===== config.mk =====
export PLATFORM = sky130hd
export DESIGN_NAME = cipo_deserializer
export DESIGN_NICKNAME = d
export VERILOG_FILES = /design/src/rtl/cipo_deserializer.sv
export SDC_FILE = /design/constraint.sdc
export NUM_CORES = 1
export LEC_CHECK = 0
export CORE_AREA = 2 2 155 81
export CTS_CLUSTER_DIAMETER = 120
export DETAILED_ROUTE_END_ITERATION = 12
export DIE_AREA = 0 0 157 83
export GPL_ROUTABILITY_DRIVEN = 0
export GPL_TIMING_DRIVEN = 1
export PLACE_DENSITY = 0.73
export SYNTH_ARGS = -nofsm -noshare
export SYNTH_HDL_FRONTEND = slang
export SYNTH_SLANG_ARGS = --single-unit

===== constraint.sdc =====
create_clock -name clk -period 5.4 [get_ports clk]
set_clock_uncertainty 0.1 [all_clocks]
set_input_delay 1.08 -clock clk [delete_from_list [all_inputs] [get_ports clk]]
set_output_delay 1.08 -clock clk [all_outputs]
set_load 0.02 [all_outputs]

===== src/rtl/cipo_deserializer.sv =====
`default_nettype none
// ============================================================================
// Module   : cipo_deserializer
// Brief    : Recovers 16-bit words from two SPI CIPO lines, sampling a
//            programmable number of cycles after each SCLK strobe.
//            Define CIPO_DDR_EN to also capture falling-edge samples.
// Revision : 1.0 - initial release
// ============================================================================
module cipo_deserializer #(
    parameter int WORD_BITS = 16,
    parameter int MAX_DELAY = 15
) (
    input  logic                             clk,
    input  logic                             rst,
    input  logic                             cipo0,
    input  logic                             cipo1,
    input  logic                             frame_start,
    input  logic                             sclk_rise,
    input  logic                             sclk_fall,
    input  logic [$clog2(MAX_DELAY+1)-1:0]   delay,
    output logic [WORD_BITS-1:0]             word0_a,
    output logic [WORD_BITS-1:0]             word1_a,
    output logic [WORD_BITS-1:0]             word0_b,
    output logic [WORD_BITS-1:0]             word1_b,
    output logic                             word_valid,
    input  logic                             word_ready,
    output logic                             overrun,
    output logic                             framing_err,
    input  logic                             err_clr
);

    localparam int c_tap_w = $clog2(MAX_DELAY + 1);
    localparam int c_cnt_w = $clog2(WORD_BITS + 1);
    localparam logic [c_cnt_w-1:0] c_full = c_cnt_w'(WORD_BITS);

    typedef enum logic [1:0] {
        ST_IDLE    = 2'd0,
        ST_SHIFT   = 2'd1,
        ST_DELIVER = 2'd2
    } state_t;

    state_t r_state;

    // ---------------- input synchronizer ----------------
    logic [1:0] r_cipo0_sync;
    logic [1:0] r_cipo1_sync;
    logic       w_cipo0_s;
    logic       w_cipo1_s;

    always_ff @(posedge clk) begin
        if (rst) begin
            r_cipo0_sync <= 2'b00;
            r_cipo1_sync <= 2'b00;
        end else begin
            r_cipo0_sync <= {r_cipo0_sync[0], cipo0};
            r_cipo1_sync <= {r_cipo1_sync[0], cipo1};
        end
    end

    assign w_cipo0_s = r_cipo0_sync[1];
    assign w_cipo1_s = r_cipo1_sync[1];

    // ---------------- strobe delay lines ----------------
    // Index 0 of each line is the live strobe, index k is the strobe k cycles ago.
    logic [MAX_DELAY-1:0] r_tag_start;
    logic [MAX_DELAY-1:0] r_tag_rise;
    logic [MAX_DELAY:0]   w_line_start;
    logic [MAX_DELAY:0]   w_line_rise;
    logic [c_tap_w-1:0]   r_tap;
    logic [c_tap_w-1:0]   w_tap;
    logic                 w_d_start;
    logic                 w_d_rise;
    logic                 w_d_fall;

    // A new frame uses the delay presented with its own frame_start, so a
    // zero-delay start is not missed while the old tap is still selected.
    assign w_tap        = frame_start ? delay : r_tap;
    assign w_line_start = {r_tag_start, frame_start};
    assign w_line_rise  = {r_tag_rise, sclk_rise};
    assign w_d_start    = w_line_start[w_tap];
    assign w_d_rise     = w_line_rise[w_tap];

    always_ff @(posedge clk) begin
        if (rst) begin
            r_tag_start <= '0;
            r_tag_rise  <= '0;
            r_tap       <= '0;
        end else begin
            r_tag_start <= w_line_start[MAX_DELAY-1:0];
            r_tag_rise  <= w_line_rise[MAX_DELAY-1:0];
            if (frame_start) begin
                r_tap <= delay;
            end
        end
    end

`ifdef CIPO_DDR_EN
    logic [MAX_DELAY-1:0] r_tag_fall;
    logic [MAX_DELAY:0]   w_line_fall;

    assign w_line_fall = {r_tag_fall, sclk_fall};
    assign w_d_fall    = w_line_fall[w_tap];

    always_ff @(posedge clk) begin
        if (rst) begin
            r_tag_fall <= '0;
        end else begin
            r_tag_fall <= w_line_fall[MAX_DELAY-1:0];
        end
    end
`else
    logic w_unused_fall;

    assign w_unused_fall = sclk_fall;
    assign w_d_fall      = 1'b0;
`endif

    // ---------------- shift registers and bit counters ----------------
    logic [WORD_BITS-1:0] r_sh0_a;
    logic [WORD_BITS-1:0] r_sh1_a;
    logic [WORD_BITS-1:0] r_sh0_b;
    logic [WORD_BITS-1:0] r_sh1_b;
    logic [c_cnt_w-1:0]   r_rcnt;
    logic [c_cnt_w-1:0]   r_fcnt;
    logic [c_cnt_w-1:0]   w_rcnt_next;
    logic [c_cnt_w-1:0]   w_fcnt_next;
    logic                 w_rise_take;
    logic                 w_fall_take;
    logic                 w_done;

    assign w_rise_take = (r_state == ST_SHIFT) && w_d_rise && (r_rcnt < c_full);
    assign w_fall_take = (r_state == ST_SHIFT) && w_d_fall && (r_fcnt < c_full);
    assign w_rcnt_next = r_rcnt + c_cnt_w'(w_rise_take);
    assign w_fcnt_next = r_fcnt + c_cnt_w'(w_fall_take);

`ifdef CIPO_DDR_EN
    assign w_done = (r_state == ST_SHIFT) && !w_d_start &&
                    (w_rcnt_next == c_full) && (w_fcnt_next == c_full);
`else
    assign w_done = (r_state == ST_SHIFT) && !w_d_start && (w_rcnt_next == c_full);
`endif

    // Any delayed start, in any state, begins a fresh frame.
    always_ff @(posedge clk) begin
        if (rst || w_d_start) begin
            r_sh0_a <= '0;
            r_sh1_a <= '0;
            r_sh0_b <= '0;
            r_sh1_b <= '0;
            r_rcnt  <= '0;
            r_fcnt  <= '0;
        end else begin
            if (w_rise_take) begin
                r_sh0_a <= {r_sh0_a[WORD_BITS-2:0], w_cipo0_s};
                r_sh1_a <= {r_sh1_a[WORD_BITS-2:0], w_cipo1_s};
            end
            if (w_fall_take) begin
                r_sh0_b <= {r_sh0_b[WORD_BITS-2:0], w_cipo0_s};
                r_sh1_b <= {r_sh1_b[WORD_BITS-2:0], w_cipo1_s};
            end
            r_rcnt <= w_rcnt_next;
            r_fcnt <= w_fcnt_next;
        end
    end

    // ---------------- control FSM and output registers ----------------
    logic [WORD_BITS-1:0] r_word0_a;
    logic [WORD_BITS-1:0] r_word1_a;
    logic [WORD_BITS-1:0] r_word0_b;
    logic [WORD_BITS-1:0] r_word1_b;
    logic                 r_word_valid;
    logic                 r_overrun;
    logic                 r_framing_err;

    always_ff @(posedge clk) begin
        if (rst) begin
            r_state       <= ST_IDLE;
            r_word0_a     <= '0;
            r_word1_a     <= '0;
            r_word0_b     <= '0;
            r_word1_b     <= '0;
            r_word_valid  <= 1'b0;
            r_overrun     <= 1'b0;
            r_framing_err <= 1'b0;
        end else begin
            // Flag sets later in this block override the clear.
            if (err_clr) begin
                r_overrun     <= 1'b0;
                r_framing_err <= 1'b0;
            end
            if (r_word_valid && word_ready) begin
                r_word_valid <= 1'b0;
            end

            case (r_state)
                ST_IDLE: begin
                    if (w_d_start) begin
                        r_state <= ST_SHIFT;
                    end
                end
                ST_SHIFT: begin
                    if (w_d_start) begin
                        r_framing_err <= 1'b1;
                    end else if (w_done) begin
                        r_state <= ST_DELIVER;
                    end
                end
                ST_DELIVER: begin
                    if (!r_word_valid || word_ready) begin
                        r_word0_a    <= r_sh0_a;
                        r_word1_a    <= r_sh1_a;
                        r_word0_b    <= r_sh0_b;
                        r_word1_b    <= r_sh1_b;
                        r_word_valid <= 1'b1;
                    end else begin
                        r_overrun <= 1'b1;
                    end
                    r_state <= w_d_start ? ST_SHIFT : ST_IDLE;
                end
                default: begin
                    r_state <= ST_IDLE;
                end
            endcase
        end
    end

    assign word0_a     = r_word0_a;
    assign word1_a     = r_word1_a;
`ifdef CIPO_DDR_EN
    assign word0_b     = r_word0_b;
    assign word1_b     = r_word1_b;
`else
    assign word0_b     = '0;
    assign word1_b     = '0;
`endif
    assign word_valid  = r_word_valid;
    assign overrun     = r_overrun;
    assign framing_err = r_framing_err;

endmodule
`default_nettype wire

==> qor.csv, run 1 <==
stage;metric;value;unit
pwr;ir_drop;0.1307;mV
pwr;p_per_area;304.8;nW/um^2
floorplan;core-area;11600;um^2
global_route;grt-ovfl-total;0;
synth;yosys_warnings;0;
synth;synth_top_area_share;48.99;%
timing;rsz0062_at_grt;no;
timing;setup_tns;0;ns
cts;cts-root-buf;clkbuf_16;
cts;clock-sinks;112;
cts;clk_pin_slew;0.07;ns
cts;cts_max_level;3;
synth;synth_cells;509;
routing;drc_errors;0;
placement;postPlaceCellArea;4989;um^2
cells_and_area;final_common_cell;dfxtp_1;
setup_path;startpoint_type;input pin;
global_route;met2_usage;20.61;%
min_path;min_path_cells;2;
timing;slew-limit-headroom;15.61;%
routing;ant_nets;0;
setup_path;cp-end-kind;flip-flop;
global_route;grt_max_degree;76;
cts;cts_setup_buffers;0;
cts;cts_tree;built;
synth;async_flop_share;0;%
synth;synth_top_area_cell;dfxtp_1;
synth;synth_area_leaders;dfxtp_1 (49%), nand2_1 (6.5%), a21oi_1 (5.2%);
cts;cts_resized;0;
setup_path;cp_max_fo;15;
timing;final-setup-viol-count;0;
setup_path;cp.required;5.49;ns
min_path;worstHoldPathType;reg -> reg;
floorplan;io_pins;80;
pwr;p_leak;1.827;nW
global_route;antenna_found_initial;0;
cells_and_area;num_antenna_cells;0;
global_route;grtUsageTotal;14.88;%
routing;dr.pass1.iters;4;
timing;maxSlewViolCount;0;
routing;routed_wl;9.469;mm
cts;numCtsBuffers;9;
timing;worstMarginPinSlew;1.264;ns
placement;numPortBuffers;46;
global_route;use_met1;21.95;%
routing;vias;3420;
job;cap_violations;0;
placement;place_hpwl;6.364;mm
global_route;globalRouteMet3Util;3.914;%
setup_path;cp.arrival;4.00;ns
cells_and_area;drive_above_1_share;9.945;%
cells_and_area;nNetsFinal;554;
timing;post-route-min-period;3.910;ns
cts;postCtsHoldBufs;0;
synth;avgSynthCellArea;8.992;um^2
cts;cts_max_path_buffers;2;
cells_and_area;synthToLayoutAreaGrowth;15.31;%
global_route;grt_pass1_vias;3102;
synth;synth_edf_count;0;
global_route;grt-busiest-layer;met1;
setup_path;path_class;in -> reg;
setup_path;reg2reg_depth;13;
synth;synth_cell_type_count;42;
floorplan;initial_utilization;39.47;%
synth;syn_area;4577;um^2
routing;vias_per_cell;4.831;
cts;clock_latency;0.35;ns
floorplan;die_x;157;um
routing;detail_route.wl_per_cell;13.37;um
cells_and_area;stdcell_area;5278;um^2
synth;seq_area_frac_synth;48.99;%
timing;fmax;255.7;MHz
timing;finalCritPeriodShare;72.42;%
floorplan;die_area;13030;um^2
synth;synth_seq_cells;112;
routing;drt_iter0_markers;228;
global_route;grt_first_pass_wirelength;15.53;mm
floorplan;die_y;83;um
cells_and_area;layout_common_cells;dfxtp_1 (112), nand2_1 (79), a21oi_1 (48), clkdlybuf4s50_1 (45);
floorplan;rows;28;
outcome;status;finished, final reports clean;
synth;synthFlopType;dfxtp_1;
cells_and_area;nFillCells;1112;
timing;hold_violations;0;
## logic make-up (layout without fill, tap and decap cells)
group                      count (synthesis)  count (layout)  share of synthesized area [%]
adders and majority gates                  2               2                         0.5467
DFF                                      112             112                          48.99
xor gates and xnor gates                   4               4                         0.7656
other                                      1              32                        0.08193
AOI/OAI and AO/OA                        121             121                          16.51
and+or+nand+nor                          179             179                          18.43
buffers and inverters                     70              73                          9.622
muxes                                     20              20                          5.057
## cell type report
cell class / instances / area, um^2 / share of cell area [%]
Multi-Input combinational cell: 358 / 2013 / 38.15
Inverter: 5 / 18.77 / 0.3556
Clock inverter: 3 / 42.54 / 0.8061
Tap cell: 165 / 206.4 / 3.912
Sequential cell: 112 / 2242 / 42.48
Timing Repair Buffer: 53 / 508.0 / 9.625
Clock buffer: 12 / 246.5 / 4.670
## through the flow
stage	setup slack (ns)	utilization (%)	cells	power (W)	hold WS [ns]
global placement	1.219	43.02	693	0.0009673	0.3435
detailed placement	1.147	43.02	693	0.0009701	0.3464
finish	1.490	45.51	708	0.001608	0.3555
global route	1.314	45.51	708	0.001668	0.3708
CTS	1.521	45.51	708	0.001624	0.3536
floorplan	1.829	-	540	0.0009664	0.3138
## power breakdown
group	total, W	switching [W]	internal [W]
clock network	0.000656	0.000286	0.000370
registers	0.000838	0.00000509	0.000833
logic	0.000114	0.0000810	0.0000333
total	0.00161	0.000373	0.00124
## registers in the layout, indices dropped and copies added, names as in the netlist
signal / count
word1_a: 16
r_tag_start: 15
word0_a: 16
framing_err: 1
overrun: 1
r_tap: 4
r_cipo0_sync: 2
r_state: 2
r_tag_rise: 15
r_sh1_a: 16
r_sh0_a: 16
r_rcnt: 5
word_valid: 1
r_cipo1_sync: 2
## path summary, 6_finish.rpt
| path | slack, ns | startpoint | to |
|---|---|---|---|
| worst max-delay path | 1.49 | frame_start | r_state[0]$_SDFFE_PP0P_ |
| worst min-delay path | 0.36 | word0_a[13]$_SDFFE_PP0P_ | word0_a[13]$_SDFFE_PP0P_ |
| worst max register to register | 2.65 | r_tap[2]$_SDFF_PP0_ | r_state[0]$_SDFFE_PP0P_ |
| worst min register to register | 0.36 | word0_a[13]$_SDFFE_PP0P_ | word0_a[13]$_SDFFE_PP0P_ |
## layer usage
| layer | up-vias | routed length (um) |
|---|---|---|
| li1 | 1712 | - |
| met1 | 1630 | 4925 |
| met2 | 65 | 3957 |
| met3 | 13 | 461 |
| met4 | 0 | 124 |
| met5 | - | 0 |
## cells in the mapped netlist (2+ instances only)
master    instances
ha_1              2
buf_4            32
nand2b_1          5
nor2b_1          37
clkbuf_1         17
o211ai_1          3
o32ai_1           2
dfxtp_1         112
buf_2             7
xor2_1            3
mux2_4            3
nor3_1            2
buf_6             6
mux2i_1          15
a21oi_2          20
o21ai_1          12
nand2_1          79
clkbuf_2          3
nor2_1           14
inv_1             5
o21ai_0          24
nor2_2            2
a21oi_1          48
nand4_1           2
nand3_1          37
## worst max-delay path, cell delays in order
cell,delay (ns)
clkdlybuf4s50_1,0.45
buf_4,0.24
mux2i_4,0.54
mux2i_1,0.25
mux2i_1,0.12
o2111ai_2,0.23
nand2_1,0.10
ha_1,0.21
ha_1,0.24
nor2_1,0.12
nand2_1,0.05
nand2_1,0.08
nand4_1,0.12
nand2_1,0.09
a221oi_1,0.07
Power figures use the tool's default switching activity.
==> inputs of run 2 (changes only) <==
PLACE_DENSITY = 0.76   (was 0.73)
clock period = 3.4 ns   (was 5.4 ns; I/O delays follow)
==> run 2 against run 1 <==
Register-to-register slack worse by 1.8 ns. Utilization rose by 1.5 points. Power rose by 65%. Critical path depth did not move. Non-clock buffer count is 13 higher. Cell area is 3.4% higher. Clock power up 72%. Global-route usage rose by 0.59 points. First-iteration DRC count grew 7.0%. Die area unchanged. Critical path type unchanged. Highest routed layer unchanged.
==> qor.csv, run 2 (synthesis results as in run 1) <==
stage;metric;value;unit;change
cts;cts-root-buf;clkbuf_16;;
routing;detail_route.wl_per_cell;13.68;um;+2.3%
cells_and_area;num_antenna_cells;0;;unchanged
setup_path;r2r_start;r_tap[2]$_SDFF_PP0_;;
timing;rsz0062_at_grt;no;;
pwr;combinationalPowerShare;7.6;%;+0.5 points
global_route;grt_pass1_vias;3158;;+1.8%
outcome;status;finished, final reports clean;;
setup_path;rrSetupSlack;0.88;ns;-1.77 ns
floorplan;die_area;13030;um^2;unchanged
pwr;p_leak;1.931;nW;+5.7%
pwr;pwr-share-clk;42.3;%;+1.5 points
setup_path;crit_path_frequent_cell;nand2_1;;
timing;fmax;331.0;MHz;
global_route;grt-ovfl-total;0;;unchanged
timing;finalCritPeriodShare;88.86;%;
placement;postPlaceCellArea;5124;um^2;+2.7%
timing;hold_violations;0;;unchanged
job;cap_violations;0;;unchanged
routing;routed_wl;9.864;mm;+4.2%
floorplan;rows;28;;unchanged
setup_path;r2r_end;r_state[0]$_SDFFE_PP0P_;;
min_path;hold_start;word0_a[8]$_SDFFE_PP0P_;;
cells_and_area;synthToLayoutAreaGrowth;19.19;%;
routing;vias;3506;;+2.5%
timing;final-setup-viol-count;0;;unchanged
setup_path;startpoint_type;input pin;;
routing;drt_iter0_markers;244;;+7.0%
pwr;ir_drop;0.2596;mV;+99%
setup_path;cp_slowest_cell;clkdlybuf4s50_1;;
routing;drc_errors;0;;unchanged
routing;vias_per_cell;4.863;;+0.67%
floorplan;initial_utilization;39.47;%;unchanged
pwr;power_frac_seq;50.1;%;-2.0 points
setup_path;cp.arrival;3.13;ns;-0.87 ns
cells_and_area;stdcell_area;5455;um^2;+3.4%
floorplan;io_pins;80;;unchanged
global_route;grt_first_pass_wirelength;16.09;mm;+3.6%
routing;ant_nets;0;;unchanged
setup_path;slowest_delay;0.50;ns;-0.04 ns
timing;post-route-min-period;3.021;ns;
floorplan;die_x;157;um;unchanged
cts;numCtsBuffers;9;;unchanged
pwr;p_sw;0.0006070;W;+63%
cts;cts_tree;built;;
cts;clk_pin_slew;0.07;ns;about the same
cts;clock-sinks;112;;unchanged
cts;cts_max_path_buffers;2;;unchanged
routing;dr.pass1.iters;5;;+1
cells_and_area;layout_common_cells;dfxtp_1 (112), nand2_1 (79), a21oi_1 (48), clkdlybuf4s50_1 (44);;
floorplan;die_y;83;um;unchanged
setup_path;cp-end-kind;flip-flop;;
setup_path;crit_buf_inv;2;;unchanged
placement;numPortBuffers;46;;unchanged
pwr;switching_share;22.81;%;-0.35 points
floorplan;core-area;11600;um^2;unchanged
timing;setup_slack;0.3787;ns;-1.111 ns
cells_and_area;final_util;47.04;%;+1.5 points
timing;maxSlewViolCount;0;;unchanged
min_path;holdPathEnd;word0_a[8]$_SDFFE_PP0P_;;
cts;cts_max_level;3;;unchanged
cells_and_area;drive_above_1_share;12.41;%;+2.5 points
placement;pre_cts_ws;-0.2663;ns;-1.413 ns
min_path;min_path_cells;2;;unchanged
setup_path;cp.required;3.50;ns;-1.99 ns
setup_path;cp_max_fo;7;;-8
pwr;p_int;0.002054;W;+66%
placement;place_hpwl;6.611;mm;+3.9%
cells_and_area;final_common_cell;dfxtp_1;;
pwr;p_per_area;487.7;nW/um^2;+60%
global_route;grtUsageTotal;15.47;%;+0.59 points
cells_and_area;nNetsFinal;567;;+2.3%
setup_path;crit_family;buffers and inverters;;
global_route;grt_max_degree;49;;-36%
cts;clock_latency;0.35;ns;about the same
cts;cts_setup_buffers;0;;unchanged
setup_path;cp_cell_sequence;clkdlybuf4s50_1 -> mux2i_4 -> buf_12 -> mux2i_1 -> mux2i_1 -> o2111ai_2 -> nand2_1 -> ha_1 -> ha_1 -> nor2_1 -> nand2_1 -> nand2_1 -> nand4_1 -> nand2_1 -> a221oi_1;;
global_route;antenna_found_initial;0;;unchanged
setup_path;path_class;in -> reg;;
setup_path;reg2reg_depth;14;;+1
min_path;worstHoldPathType;reg -> reg;;
run 2: cell count changes in the layout (fill, tap and decap cells not counted), sizes merged:
cell | before | now
buf | 8 | 21
dlymetal6s2s | 0 | 1
clkdlybuf4s50 | 45 | 44
bufinv | 1 | 2
clkbuf | 12 | 10
clkinv | 1 | 2
run 2: metal layers:
layer / GRT usage (%) / part of all wire, %
met4: 3.503 / 0.60
met3: 4.332 / 5.7
met2: 22.77 / 43
met5: 0 / 0
met1: 22.36 / 50
run 2: how the worst max path moves through the flow:
stage / cells after the start / end / startpoint
CTS: 14 / r_state[0]$_SDFFE_PP0P_ / frame_start
finish: 15 / r_state[0]$_SDFFE_PP0P_ / delay[2]
global placement: 14 / r_state[0]$_SDFFE_PP0P_ / frame_start
global route: 15 / r_state[0]$_SDFFE_PP0P_ / delay[2]
detailed placement: 14 / r_state[0]$_SDFFE_PP0P_ / frame_start
floorplan: 15 / r_state[0]$_SDFFE_PP0P_ / frame_start
run 2: stage by stage:
step / instances / total power [W] / TNS (ns) / hold WS, ns
after floorplan: 540 / 0.001535 / 0 / 0.3138
after global placement: 706 / 0.001555 / -0.2231 / 0.3452
after detailed placement: 706 / 0.001560 / -0.4299 / 0.3448
final: 721 / 0.002661 / 0 / 0.3549
after global routing: 721 / 0.002757 / 0 / 0.3694
after CTS: 721 / 0.002681 / 0 / 0.3589
run 2: power by group through the flow:
stage,registers (W),logic [W],clock network (W)
after floorplan,0.00136,0.000175,0
after global placement,0.00136,0.000193,0
after detailed placement,0.00136,0.000198,0
after CTS,0.00133,0.000199,0.00115
after global routing,0.00133,0.000217,0.00121
final,0.00133,0.000202,0.00113
run 2: timing repair:
action                                  CTS  global route
gates resized for setup                   0             2
hold buffers                              0             0
endpoints found under the setup margin    0             2
run 2: final cells by class:
cell class              instances  area (um^2)
clock buffers                  10        239.0
well taps                     165        206.4
clock inverters                 5        81.33
fillers                      1089         6141
multi-input cells             358         2022
flip-flops and latches        112         2242
inverters                       5        18.77
repair buffers                 66        645.6
run 2: worst min-delay path: cells and delay by family (launching register included):
| kind | cells | cell delay, ns |
|---|---|---|
| AO/OA/AOI/OAI | 1 | 0.05 |
| flip-flops | 1 | 0.31 |
| AND/OR/NAND/NOR | 1 | 0.05 |
==> inputs of run 3 (changes only) <==
PLACE_DENSITY = not set   (was 0.76)
PLACE_DENSITY_LB_ADDON = 0.3   (was not set)
==> run 3 against run 2 <==
Cell area about the same. First-iteration DRC count down 27%. Sequential share of layout area about the same. Combinational power about the same. Clock power about the same. Via count down 0.83%. Maximum frequency down 4.9%. Worst hold slack better by 0.00058 ns. Global-route usage down 0.26 points. Critical path depth unchanged. Sequential power about the same. Critical endpoint unchanged.
==> qor.csv, run 3 (synthesis results as in run 1) <==
stage;metric;value;unit;change
cts;cts_max_path_buffers;2;;unchanged
routing;drt_iter0_markers;177;;-27%
setup_path;startpoint_type;input pin;;
routing;vias;3477;;-0.83%
setup_path;reg2reg_depth;14;;unchanged
routing;top_layer_used;met4;;
global_route;grt_first_pass_wirelength;15.93;mm;-1.0%
cells_and_area;final_util;47.09;%;about the same
setup_path;cp.required;3.55;ns;+0.05 ns
routing;ant_nets;0;;unchanged
cts;postCtsHoldBufs;0;;unchanged
timing;finalCritPeriodShare;93.47;%;+4.6 points
cts;cts_resized;0;;unchanged
cts;cts_setup_buffers;0;;unchanged
floorplan;die_area;13030;um^2;unchanged
placement;numPortBuffers;46;;unchanged
routing;detail_route.wl_per_cell;13.22;um;-3.3%
timing;hold_violations;0;;unchanged
cts;cts_max_level;3;;unchanged
floorplan;rows;28;;unchanged
timing;rsz0062_at_grt;no;;
pwr;ir_drop;0.1973;mV;-24%
routing;vias_per_cell;4.796;;-1.4%
min_path;worstHoldPathType;reg -> reg;;
global_route;antenna_found_initial;0;;unchanged
job;cap_violations;0;;unchanged
placement;place_inst;709;;+0.42%
routing;drc_errors;0;;unchanged
timing;worstMarginPinSlew;0.5182;ns;
outcome;status;finished, final reports clean;;
cells_and_area;finalNonFillerCells;725;;+0.55%
cts;clock_latency;0.34;ns;about the same
floorplan;die_x;157;um;unchanged
cells_and_area;final_common_cell;dfxtp_1;;
floorplan;io_pins;80;;unchanged
cells_and_area;drive_above_1_share;12.68;%;+0.27 points
pwr;p_per_area;483.7;nW/um^2;-0.83%
global_route;grt-ovfl-total;0;;unchanged
cts;numCtsBuffers;9;;unchanged
timing;fmax;314.7;MHz;-4.9%
setup_path;path_class;in -> reg;;
global_route;grt_pass1_vias;3193;;+1.1%
setup_path;cp_max_fo;8;;+1
floorplan;core-area;11600;um^2;unchanged
global_route;grt_max_degree;47;;-4.1%
cells_and_area;nNetsFinal;570;;+0.53%
routing;routed_wl;9.588;mm;-2.8%
routing;met1Wirelength;5.006;mm;+1.0%
placement;place_hpwl;6.477;mm;-2.0%
global_route;grtUsageTotal;15.21;%;-0.26 points
routing;met3_length;600;um;+7.1%
floorplan;die_y;83;um;unchanged
timing;post-route-min-period;3.178;ns;+0.1565 ns
floorplan;initial_utilization;39.47;%;unchanged
routing;wl_met2;3.908;mm;-8.9%
setup_path;cp.arrival;3.32;ns;+0.19 ns
timing;setup_tns;0;ns;unchanged
routing;dr.pass1.iters;4;;-1
cells_and_area;synthToLayoutAreaGrowth;19.30;%;about the same
min_path;min_path_cells;2;;unchanged
cts;cts-root-buf;clkbuf_16;;
pwr;p_leak;1.930;nW;about the same
timing;maxSlewViolCount;0;;unchanged
setup_path;cp-end-kind;flip-flop;;
cts;cts_tree;built;;
timing;final-setup-viol-count;0;;unchanged
cells_and_area;layout_common_cells;dfxtp_1 (112), nand2_1 (79), a21oi_1 (48), clkdlybuf4s50_1 (45);;
timing;slew-limit-headroom;65.45;%;
cts;clock-sinks;112;;unchanged
cts;clk_pin_slew;0.07;ns;about the same
cells_and_area;num_antenna_cells;0;;unchanged
[run 3: cell types whose count changed in the layout (fill, tap and decap cells not counted)]
cell / previous run / this run
dlymetal6s2s_1: 1 / 0
buf_4: 17 / 20
clkbuf_8: 1 / 0
mux2i_2: 0 / 1
clkbuf_1: 0 / 2
clkdlybuf4s50_1: 44 / 45
mux2i_4: 2 / 1
[run 3: stage by stage]
stage | setup WS (ns) | hold slack (ns) | instance area, um^2 | total power (W)
2_1_floorplan | 0.2288 | 0.3138 | 4693 | 0.001535
3_3_place_gp | -0.09170 | 0.3449 | 5146 | 0.001561
3_5_place_dp | -0.1212 | 0.3463 | 5146 | 0.001565
4_1_cts | 0.2116 | 0.3584 | 5460 | 0.002674
5_1_grt | 0.007780 | 0.3662 | 5460 | 0.002744
6_report | 0.2221 | 0.3555 | 5460 | 0.002641
[run 3: cell type report]
type,count,area [um^2]
timing repair buffer,69,665.6
clock buffer,11,232.7
inverter,5,18.77
fill,1104,6136
tap,165,206.4
clock inverter,5,81.33
multi-input combinational,358,2013
sequential,112,2242
[run 3: critical path, stage by stage]
cell and delay, ns:
clkdlybuf4s50_1 0.48, buf_4 0.19, mux2_4 0.32, or3_4 0.38, nor2_2 0.13, a22oi_2 0.10
nand2_1 0.08, ha_1 0.18, ha_1 0.19, nor2_1 0.05, nand2_1 0.06, nand2_1 0.05
nand4_1 0.11, nand2_1 0.06, a221oi_1 0.25
[run 3: metal layers]
| layer | vias up | global-route usage, % |
|---|---|---|
| met5 | - | 0 |
| met4 | 0 | 3.503 |
| met3 | 8 | 4.697 |
| met2 | 87 | 20.89 |
| met1 | 1637 | 22.90 |
| li1 | 1745 | - |
[run 3: path summary, 6_finish.rpt]
path / end / slack (ns) / from
worst max-delay path: r_state[0]$_SDFFE_PP0P_ / 0.22 / frame_start
worst min-delay path: word0_a[10]$_SDFFE_PP0P_ / 0.36 / word0_a[10]$_SDFFE_PP0P_
worst max register to register: r_state[0]$_SDFFE_PP0P_ / 0.87 / r_tap[2]$_SDFF_PP0_
worst min register to register: word0_a[10]$_SDFFE_PP0P_ / 0.36 / word0_a[10]$_SDFFE_PP0P_
[run 3: where the power goes]
group          switching [W]  leakage (nW)  internal [W]
registers         0.00000857         0.905       0.00132
clock network       0.000459         0.150      0.000647
logic               0.000133         0.875     0.0000706
